### src/rtl/rast_sample_iter_pkg.sv
// Shared constants and types for the rasterizer sample iterator: coordinate
// formats, triangle/color containers, lane vectors and the iterator state.
package rast_sample_iter_pkg;

    localparam int SIGFIG = 24;
    localparam int RADIX  = 10;
    localparam int VERTS  = 3;
    localparam int AXIS   = 3;
    localparam int COLORS = 3;
    localparam int LANES  = 2;
    localparam int SS_MAX = 3;
    localparam int SS_W   = $clog2(SS_MAX + 1);

    typedef logic signed [SIGFIG-1:0] coord_t;
    // One extra bit so that box walking near the positive limit never wraps.
    typedef logic signed [SIGFIG:0]   wide_t;

    typedef coord_t [AXIS-1:0]    vert_t;
    typedef vert_t  [VERTS-1:0]   tri_t;
    typedef coord_t [COLORS-1:0]  color_t;
    typedef coord_t [LANES-1:0]   lane_x_t;
    typedef logic   [LANES-1:0]   lane_mask_t;

    typedef struct packed {
        coord_t y;
        coord_t x;
    } point2_t;

    typedef enum logic {
        IDLE = 1'b0,
        ITER = 1'b1
    } iter_state_e;

    // Sample pitch for a requested subsample shift, clamped to SS_MAX.
    function automatic wide_t step_for(logic [SS_W-1:0] ss);
        logic [SS_W:0] ss_ext;
        ss_ext = {1'b0, ss};
        if (ss_ext > (SS_W+1)'(SS_MAX)) begin
            ss_ext = (SS_W+1)'(SS_MAX);
        end
        return wide_t'(1) << (RADIX - int'(ss_ext));
    endfunction

endpackage

### src/rtl/rast_sample_iter_if.sv
// Triangle-in / sample-beat-out bundle of the sample iterator. The iterator
// itself uses the slave view; the feeding and consuming logic uses master.
interface rast_sample_iter_if;
    import rast_sample_iter_pkg::*;

    logic              in_valid;
    logic              in_ready;
    tri_t              tri_i;
    color_t            color_i;
    point2_t           box_ll_i;
    point2_t           box_ur_i;
    logic [SS_W-1:0]   ss_shift_i;

    logic              out_valid;
    logic              out_ready;
    tri_t              tri_o;
    color_t            color_o;
    coord_t            samp_y_o;
    lane_x_t           samp_x_o;
    lane_mask_t        lane_mask_o;
    logic              last_o;

    modport slave (
        input  in_valid, tri_i, color_i, box_ll_i, box_ur_i, ss_shift_i, out_ready,
        output in_ready, out_valid, tri_o, color_o, samp_y_o, samp_x_o, lane_mask_o, last_o
    );

    modport master (
        output in_valid, tri_i, color_i, box_ll_i, box_ur_i, ss_shift_i, out_ready,
        input  in_ready, out_valid, tri_o, color_o, samp_y_o, samp_x_o, lane_mask_o, last_o
    );

endinterface

### src/rtl/rast_lane_gen.sv
// Combinational lane expansion: x positions for LANES adjacent samples, their
// in-box mask, the x of the next beat and whether this beat closes the row.
module rast_lane_gen
    import rast_sample_iter_pkg::*;
(
    input  coord_t     cur_x,
    input  wide_t      step,
    input  coord_t     ur_x,
    output lane_x_t    lane_x,
    output lane_mask_t lane_mask,
    output logic       row_end,
    output coord_t     next_x
);

    wide_t cur_w;
    wide_t ur_w;
    wide_t adv_w;

    assign cur_w = wide_t'(cur_x);
    assign ur_w  = wide_t'(ur_x);
    assign adv_w = cur_w + wide_t'(LANES) * step;

    genvar gi;
    generate
        for (gi = 0; gi < LANES; gi++) begin : g_lane
            wide_t x_w;
            assign x_w           = cur_w + wide_t'(gi) * step;
            // Out-of-box lanes are truncated too; the mask tells consumers to skip them.
            assign lane_x[gi]    = x_w[SIGFIG-1:0];
            assign lane_mask[gi] = (x_w <= ur_w);
        end
    endgenerate

    assign row_end = (adv_w > ur_w);
    assign next_x  = adv_w[SIGFIG-1:0];

endmodule

### src/rtl/rast_sample_iter.sv
// Walks a triangle's snapped bounding box in raster order, emitting LANES
// samples per beat. Define RAST_SAMPLE_ITER_STATS_EN for capture/sample counters.
module rast_sample_iter
    import rast_sample_iter_pkg::*;
(
    input  logic                clk,
    input  logic                rst,
    rast_sample_iter_if.slave   bus
`ifdef RAST_SAMPLE_ITER_STATS_EN
    ,
    output logic [31:0]         stat_tri_o,
    output logic [31:0]         stat_samp_o
`endif
);

    iter_state_e state_reg;
    iter_state_e state_next;

    tri_t        tri_reg;
    color_t      color_reg;
    point2_t     ur_reg;
    coord_t      ll_x_reg;
    wide_t       step_reg;
    coord_t      cur_x_reg;
    coord_t      cur_y_reg;

    lane_x_t     lane_x;
    lane_mask_t  lane_mask;
    logic        row_end;
    coord_t      row_next_x;
    wide_t       next_y_w;
    logic        col_end;

    logic        box_ok;
    logic        in_ready;
    logic        out_valid;
    logic        last;
    logic        capture;
    logic        beat_fire;

    rast_lane_gen u_lane_gen (
        .cur_x     (cur_x_reg),
        .step      (step_reg),
        .ur_x      (ur_reg.x),
        .lane_x    (lane_x),
        .lane_mask (lane_mask),
        .row_end   (row_end),
        .next_x    (row_next_x)
    );

    assign next_y_w = wide_t'(cur_y_reg) + step_reg;
    assign col_end  = (next_y_w > wide_t'($signed(ur_reg.y)));

    assign box_ok = ($signed(bus.box_ll_i.x) <= $signed(bus.box_ur_i.x)) &&
                    ($signed(bus.box_ll_i.y) <= $signed(bus.box_ur_i.y));

    always_comb begin
        state_next = state_reg;
        out_valid  = 1'b0;
        last       = 1'b0;
        in_ready   = 1'b0;
        case (state_reg)
            IDLE: begin
                in_ready = 1'b1;
            end
            ITER: begin
                out_valid = 1'b1;
                last      = row_end & col_end;
                // Accepting on the closing beat lets the next triangle follow with no bubble.
                in_ready  = last & bus.out_ready;
            end
            default: begin
                state_next = IDLE;
            end
        endcase
        if (!rst) begin
            in_ready = 1'b0;
        end
        capture   = bus.in_valid & in_ready & box_ok;
        beat_fire = out_valid & bus.out_ready;
        if (capture) begin
            state_next = ITER;
        end else if (beat_fire && last) begin
            state_next = IDLE;
        end
    end

    always_ff @(posedge clk) begin
        if (!rst) begin
            state_reg <= IDLE;
            tri_reg   <= '0;
            color_reg <= '0;
            ur_reg    <= '0;
            ll_x_reg  <= '0;
            step_reg  <= '0;
            cur_x_reg <= '0;
            cur_y_reg <= '0;
        end else begin
            state_reg <= state_next;
            if (capture) begin
                tri_reg   <= bus.tri_i;
                color_reg <= bus.color_i;
                ur_reg    <= bus.box_ur_i;
                ll_x_reg  <= bus.box_ll_i.x;
                step_reg  <= step_for(bus.ss_shift_i);
                cur_x_reg <= bus.box_ll_i.x;
                cur_y_reg <= bus.box_ll_i.y;
            end else if (beat_fire && !last) begin
                if (row_end) begin
                    cur_x_reg <= ll_x_reg;
                    cur_y_reg <= next_y_w[SIGFIG-1:0];
                end else begin
                    cur_x_reg <= row_next_x;
                end
            end
        end
    end

    assign bus.in_ready    = in_ready;
    assign bus.out_valid   = out_valid;
    assign bus.last_o      = last;
    assign bus.lane_mask_o = out_valid ? lane_mask : '0;
    assign bus.samp_x_o    = lane_x;
    assign bus.samp_y_o    = cur_y_reg;
    assign bus.tri_o       = tri_reg;
    assign bus.color_o     = color_reg;

`ifdef RAST_SAMPLE_ITER_STATS_EN
    logic [31:0] stat_tri_reg;
    logic [31:0] stat_samp_reg;
    logic [32:0] samp_sum;

    assign samp_sum = {1'b0, stat_samp_reg} + 33'($countones(lane_mask));

    // Both counters stick at all-ones rather than wrapping.
    always_ff @(posedge clk) begin
        if (!rst) begin
            stat_tri_reg  <= '0;
            stat_samp_reg <= '0;
        end else begin
            if (capture && (stat_tri_reg != '1)) begin
                stat_tri_reg <= stat_tri_reg + 32'd1;
            end
            if (beat_fire) begin
                stat_samp_reg <= samp_sum[32] ? '1 : samp_sum[31:0];
            end
        end
    end

    assign stat_tri_o  = stat_tri_reg;
    assign stat_samp_o = stat_samp_reg;
`endif

endmodule

### src/flat_wrapper.sv
// flat-port wrapper written by rule: the top's interface ports become plain ports
module rast_sample_iter_flat import rast_sample_iter_pkg::*;
  (clk, rst, bus_in_valid, bus_tri_i, bus_color_i, bus_box_ll_i, bus_box_ur_i, bus_ss_shift_i, bus_out_ready, bus_in_ready, bus_out_valid, bus_tri_o, bus_color_o, bus_samp_y_o, bus_samp_x_o, bus_lane_mask_o, bus_last_o);
  rast_sample_iter_if bus_i ();
  input  logic clk;
  input  logic rst;
  input wire logic [$bits(bus_i.in_valid)-1:0] bus_in_valid;
  input wire logic [$bits(bus_i.tri_i)-1:0] bus_tri_i;
  input wire logic [$bits(bus_i.color_i)-1:0] bus_color_i;
  input wire logic [$bits(bus_i.box_ll_i)-1:0] bus_box_ll_i;
  input wire logic [$bits(bus_i.box_ur_i)-1:0] bus_box_ur_i;
  input wire logic [$bits(bus_i.ss_shift_i)-1:0] bus_ss_shift_i;
  input wire logic [$bits(bus_i.out_ready)-1:0] bus_out_ready;
  output wire logic [$bits(bus_i.in_ready)-1:0] bus_in_ready;
  output wire logic [$bits(bus_i.out_valid)-1:0] bus_out_valid;
  output wire logic [$bits(bus_i.tri_o)-1:0] bus_tri_o;
  output wire logic [$bits(bus_i.color_o)-1:0] bus_color_o;
  output wire logic [$bits(bus_i.samp_y_o)-1:0] bus_samp_y_o;
  output wire logic [$bits(bus_i.samp_x_o)-1:0] bus_samp_x_o;
  output wire logic [$bits(bus_i.lane_mask_o)-1:0] bus_lane_mask_o;
  output wire logic [$bits(bus_i.last_o)-1:0] bus_last_o;
  assign bus_i.in_valid = bus_in_valid;
  assign bus_i.tri_i = bus_tri_i;
  assign bus_i.color_i = bus_color_i;
  assign bus_i.box_ll_i = bus_box_ll_i;
  assign bus_i.box_ur_i = bus_box_ur_i;
  assign bus_i.ss_shift_i = bus_ss_shift_i;
  assign bus_i.out_ready = bus_out_ready;
  assign bus_in_ready = bus_i.in_ready;
  assign bus_out_valid = bus_i.out_valid;
  assign bus_tri_o = bus_i.tri_o;
  assign bus_color_o = bus_i.color_o;
  assign bus_samp_y_o = bus_i.samp_y_o;
  assign bus_samp_x_o = bus_i.samp_x_o;
  assign bus_lane_mask_o = bus_i.lane_mask_o;
  assign bus_last_o = bus_i.last_o;
  rast_sample_iter u_core (.clk(clk), .rst(rst), .bus(bus_i));
endmodule
### config.mk
export PLATFORM = sky130hd
export DESIGN_NAME = rast_sample_iter_flat
export DESIGN_NICKNAME = d
export VERILOG_FILES = /design/src/rtl/rast_sample_iter_pkg.sv /design/src/rtl/rast_sample_iter_if.sv /design/src/rtl/rast_lane_gen.sv /design/src/rtl/rast_sample_iter.sv /design/src/flat_wrapper.sv
export SDC_FILE = /design/constraint.sdc
export NUM_CORES = 1
export LEC_CHECK = 0
export CAP_MARGIN = 15
export CORE_AREA = 2 2 297 299
export CTS_BUF_LIST = sky130_fd_sc_hd__clkbuf_8
export DETAILED_ROUTE_END_ITERATION = 12
export DIE_AREA = 0 0 299 301
export GPL_TIMING_DRIVEN = 0
export PLACE_DENSITY = 0.56
export SLEW_MARGIN = 20
export SYNTH_ARGS = -nofsm -noshare
export SYNTH_HDL_FRONTEND = slang
export SYNTH_SLANG_ARGS = --single-unit
### constraint.sdc
create_clock -name clk -period 7.69 [get_ports clk]
set_input_delay 1.9225 -clock clk [delete_from_list [all_inputs] [get_ports clk]]
set_output_delay 1.9225 -clock clk [all_outputs]
set_load 0.02 [all_outputs]
=== Yosys cells after proc, flatten, opt, wreduce, memory -nomap -nowiden ===
Index checks and enable logic that the tools add are counted.

* Bits in registers: 434
* Input bits: 390
* Output and inout port bits: 365

* $add $sub $neg: 4
* Magnitude comparators: 6
* Shift-type cells: 1
* Multiplexer cells: 13
* Bitwise gates (word level): 6
* Reduce and logical (&&, ||, !) cells: 8

{| class="wikitable"
|+ Operators by type and width
! kind !! count
|-
| $mux W24 || 6
|-
| $add A24 B25 Y25 || 3
|-
| $le A24 B24 Y1 || 3
|-
| $gt A25 B24 Y1 || 2
|-
| $shl A1 B32 Y25 const A || 1
|-
| $le A25 B24 Y1 || 1
|-
| $reduce_bool A2 Y1 || 3
|-
| $and A1 B1 Y1 || 5
|-
| $mux W1 || 5
|-
| $sub A4 B2 Y5 const A || 1
|-
| $logic_and A1 B1 Y1 || 3
|-
| $mux W2 || 1
|-
| $pmux W1 S2 || 1
|-
| $reduce_and A2 Y1 || 1
|-
| $logic_not A1 Y1 || 1
|-
| $not A1 Y1 || 1
|}

=== Logic depth before layout (Yosys ltp) ===
* Depth in word-level cells: 10
* Depth in mapped cells: 23
* Mapped depth without buffers: 20

=== Modules after synthesis ===
Synthesis repeated with hierarchy kept, for this count alone.

* Cells, all modules: 2806
* Area, all modules: 22026.1 sq um

{| class="wikitable"
|+ Modules (own cells, without submodules)
! module !! instances !! cells an instance !! area each (sq um)
|-
| rast_sample_iter || 1 || 2255 || 17753.3
|-
| rast_lane_gen || 1 || 551 || 4272.8
|}

=== Least setup slack after synthesis ===
Ideal clock, no wire load.

* Path kind: reg-to-output
* Start point: register u_core.cur_y_reg[0] (netlist: u_core.bus.samp_y_o[0])
* End point: output port bus_in_ready
* Data arrival time: 4461 ps
* Data required time: 5767 ps
* Setup slack: 1307 ps
* Stages on the path, launching flop included: 18
* Path buffers: 0
* Cell sequence: dfxtp_1 > ha_1 > fa_1 > a211oi_1 > nor2_1 > o22a_1 > a21oi_1 > o21ai_0 > a311oi_2 > nor2_1 > xor2_1 > ha_1 > nand4_1 > or4_1 > o211a_1 > nor2_2 > a31oi_2 > nor2_1

* Word-level cells in the longest chain between the ends: 6

{| class="wikitable"
|+ Ends and longest elaborated chain
! item !! RTL line !! text
|-
| from (decl) || rast_sample_iter.sv:25 || <nowiki>coord_t cur_y_reg;</nowiki>
|-
| from (signal assigned) || rast_sample_iter.sv:107 || <nowiki>cur_y_reg <= bus.box_ll_i.y;</nowiki>
|-
| from (signal assigned) || rast_sample_iter.sv:111 || <nowiki>cur_y_reg <= next_y_w[SIGFIG-1:0];</nowiki>
|-
| $add A24 B25 Y25 || rast_sample_iter.sv:51 || <nowiki>assign next_y_w = wide_t'(cur_y_reg) + step_reg;</nowiki>
|-
| $gt A25 B24 Y1 || rast_sample_iter.sv:52 || <nowiki>assign col_end = (next_y_w > wide_t'($signed(ur_reg.y)));</nowiki>
|-
| $and A1 B1 Y1 || rast_sample_iter.sv:68 || <nowiki>last = row_end & col_end;</nowiki>
|-
| $and A1 B1 Y1 || rast_sample_iter.sv:70 || <nowiki>in_ready = last & bus.out_ready;</nowiki>
|-
| $pmux W1 S2 || rast_sample_iter.sv:62 || <nowiki>case (state_reg)</nowiki>
|-
| $mux W1 || rast_sample_iter.sv:76 || <nowiki>if (!rst) begin</nowiki>
|-
| to (decl) || flat_wrapper.sv:14 || <nowiki>output wire logic [$bits(bus_i.in_ready)-1:0] bus_in_ready;</nowiki>
|}

No other way between the ends.

=== Worst setup path in the final report ===
* Start point: register u_core.step_reg[4]
* End point: output port bus_last_o

* Word-level cells in the longest chain between the ends: 4
* Elaborated cells between the ends (all ways): 6
* Those cells by class: 2 x add/sub; 2 x order compare; 1 x mux; 1 x bitwise

{| class="wikitable"
|+ Ends and longest elaborated chain
! item !! RTL line !! text
|-
| from (decl) || rast_sample_iter.sv:23 || <nowiki>wide_t step_reg;</nowiki>
|-
| from (signal assigned) || rast_sample_iter.sv:105 || <nowiki>step_reg <= step_for(bus.ss_shift_i);</nowiki>
|-
| $add A24 B25 Y25, on equally long branches || rast_lane_gen.sv:21, rast_sample_iter.sv:51 ||
|-
| $gt A25 B24 Y1, on equally long branches || rast_lane_gen.sv:34, rast_sample_iter.sv:52 ||
|-
| $and A1 B1 Y1 (*) || rast_sample_iter.sv:68 ||
|-
| $mux W1 (*) || rast_sample_iter.sv:62 ||
|-
| to (decl) || flat_wrapper.sv:21 || <nowiki>output wire logic [$bits(bus_i.last_o)-1:0] bus_last_o;</nowiki>
|}

Every way passes the cells marked *; elsewhere a longest branch is shown, timed or not.

==> run metrics <==
outcome=finished, final reports clean; top_reg_cell synth=dfxtp_1; Cells after Synth=2716; Setup Crit Path Kind=reg -> out; post-layout power=6.40 mW; Fmax=0.135 GHz; fraction of registers with async set/reset=0%; initial antenna violation count=22; CP top delay family=compound AO/OA/AOI/OAI gates; register-to-register setup slack=1.45 ns; clock root cell=clkbuf_8; PortBufs=754; CTS tree=built; Post-Syn Area per Cell=7.78 um^2; Layout Nets=4150; Final WS setup=0.261 ns; Post-Syn Nets=3303; CTS Buf Count=82; core area=86500 um^2; vias in the first global route=22000; CP bufs+invs=2; FF-to-FF Start=u_core.step_reg[4]$_SDFFE_PN0P_; Slowest-stage cell, CP=or4_4; cell area after synthesis=21100 um^2; pwr/cell area=199 nW/um^2; DP Area=30100 um^2; Boundary Pins=755; post-route cell area=32100 um^2; DR DRC count=0; GRT Residual Overflow=0; pin count of the biggest net entering global routing=14; vias per cell=4.78; clk sinks=422; Yosys cell types=68; ratio of cells with drive above 1 in the final layout=6.48%; GR Util All Layers=22.8%; commonest non-fill, non-tap cell in the layout=nand2_1; worst-path fanout max=7; GP Congestion=0.895; relative slew slack=27.3%; FF-to-FF End=u_core.bus.samp_y_o[13]$_SDFFE_PN0P_; die height=301 um; synth warn=0; CP required=5.77 ns; final worst-path cycle share=96.6%; Min-Delay Endpoint=u_core.bus.tri_o[64]$_SDFFE_PN0P_; clk buf depth=3; filler cell count=9164; Pins Over Slew Limit=0; die width=299 um; CP cell instances=ha_1, fa_1, a211oi_1, nor2_1, o22a_1, a21oi_1, o21ai_1, a311oi_4, nor2_1, xor2_1, ha_1, nand4_1, or4_4, o211a_1, nor2_4, buf_4, and3_1, clkbuf_2; Worst setup EP type=output pin; Least-Margin Pin Slew=1.09 ns; die area=90000 um^2; Largest register FFs=216; final hold violation count=0; final setup skew=0.0636 ns; RSZ-0062 raised after global routing=no; post-DR wirelength/cell=22.5 um; initial core utilization=24.4%; Post-synth EDFFs=0; count of final setup violators=0; slowest stage delay, CP=0.60 ns; Max-Cap Viols=0; Worst-Skew Late Latency=0.69 ns; Routed Antenna Nets=0; depth of the worst register-to-register path=21; hold path startpoint=u_core.bus.tri_o[64]$_SDFFE_PN0P_; Arr. time, crit path=5.51 ns; Hold Path Class=reg -> reg; Yosys reg bits=422; initial drt markers=1563; Vias=22900; HPWL after DPL=87600 um; sequential area share after synthesis=40.0%; most frequent cells in the layout=nand2_1, clkdlybuf4s50_1, a21oi_1; Leak=12.2 nW; drt pass-1 iters=7; clock slew at reported path FFs=0.05 ns; DP Worst Slack=-0.412 ns; first-pass GRT wire length=152000 um; Routed WL=108000 um; Rows=108; VDD IR max=0.000112 V; CTS H-Tree Depth=3; hold path depth=2; Tmin final=7.43 ns; Layout area overhead=51.9%; CP Launch Type=flip-flop
routing by layer:
metal,vias to the layer above,GRT usage [%],part of all wire (%),routed length [um]
met5,-,0,0.071,77
met4,12,6.02,2.4,2570
met2,894,37.2,46,49700
met3,161,6.70,8.3,8990
met1,10800,29.3,43,46500
li1,11000,-,-,-
metrics by stage:
step / TNS (ns) / hold WS, ns / util, % / cells
after global routing: 0 / 0.466 / 37.1 / 4786
after floorplan: 0 / 0.431 / - / 2716
after global placement: -0.792 / 0.441 / 34.8 / 4625
final: 0 / 0.450 / 37.1 / 4788
after detailed placement: -0.853 / 0.445 / 34.8 / 4625
after CTS: 0 / 0.453 / 37.0 / 4773
where the power goes:
part	switching, mW	internal, mW	leakage, nW
registers	0.0799	2.27	3.42
logic	0.912	0.671	7.77
clock network	1.10	1.36	0.995
total	2.09	4.31	12.2
worst max-delay path by stage:
stage	start	to	slack, ns	cells after the start
2_1_floorplan	u_core.bus.samp_y_o[0]$_SDFFE_PN0P_	bus_in_ready	1.31	17
3_3_place_gp	u_core.step_reg[5]$_SDFFE_PN0P_	bus_last_o	-0.33	18
3_5_place_dp	u_core.step_reg[5]$_SDFFE_PN0P_	bus_last_o	-0.41	18
4_1_cts	u_core.step_reg[4]$_SDFFE_PN0P_	bus_in_ready	0.006	19
5_1_grt	u_core.cur_x_reg[3]$_SDFFE_PN0P_	bus_last_o	0.02	18
6_report	u_core.step_reg[4]$_SDFFE_PN0P_	bus_last_o	0.26	18
kinds of logic (layout without fill, tap and decap cells):
family / after synthesis / count (layout) / synth area share (%)
AOI/OAI and AO/OA: 706 / 706 / 19.4
DFF: 422 / 422 / 40.0
muxes: 5 / 5 / 0.249
xor gates and xnor gates: 57 / 57 / 2.36
adders and majority gates: 197 / 197 / 11.8
and+or+nand+nor: 1053 / 1053 / 20.8
buffers and inverters: 276 / 1184 / 5.51
other: 0 / 9 / 0
Yosys cell counts (9+ instances only):
cell type	instances	area share, %
a211oi_1	18	0.64
a21o_1	28	0.99
a21oi_1	474	11
a22oi_1	17	0.60
a31oi_1	12	0.36
and3_1	14	0.41
buf_2	58	1.4
buf_4	11	0.39
clkbuf_1	82	1.5
dfxtp_1	422	40
ha_1	194	11
inv_1	119	2.1
nand2_1	784	14
nand2b_1	9	0.27
nand3_1	57	1.4
nand4_1	35	1.0
nor2_1	69	1.2
nor2b_1	13	0.38
nor3_1	28	0.66
nor4_1	9	0.27
o211ai_1	19	0.68
o21a_1	25	0.89
o21ai_0	46	1.1
or3_1	9	0.27
xnor2_1	40	1.7
xor2_1	17	0.70
timing repair:
item,4_1_cts,5_1_grt
gates resized for setup,30,14
setup buffers,3,6
hold buffers,0,0
endpoints found under the hold margin,0,0
setup endpoints to repair,3,3
pin swaps,1,7
cloned,0,0
worst reg2reg max path: stages (launching register included):
cell      delay, ns
dfxtp_4        0.39
ha_1           0.22
fa_1           0.42
a211oi_1       0.22
nor2_1         0.12
o22a_1         0.21
a21oi_1        0.19
o21ai_1        0.15
a311oi_4       0.41
nor2_1         0.14
xor2_1         0.16
ha_1           0.33
nand4_1        0.19
or4_4          0.60
o211a_1        0.33
buf_4          0.17
o211a_1        0.23
nand2_1        0.30
buf_1          0.64
clkbuf_1       0.48
nand3_1        0.14
a21oi_1        0.15
cell type report:
class | count | area, um^2 | share of cell area [%]
diodes | 9 | 22.5 | 0.0702
well taps | 1155 | 1450 | 4.50
multi-input cells | 2018 | 11600 | 36.2
clock buffers | 101 | 1390 | 4.33
clock inverters | 44 | 369 | 1.15
inverters | 119 | 447 | 1.39
plain buffers | 157 | 728 | 2.27
flip-flops and latches | 422 | 8460 | 26.4
repair buffers | 763 | 7600 | 23.7
No activity file was read; power rests on OpenSTA's default activity.
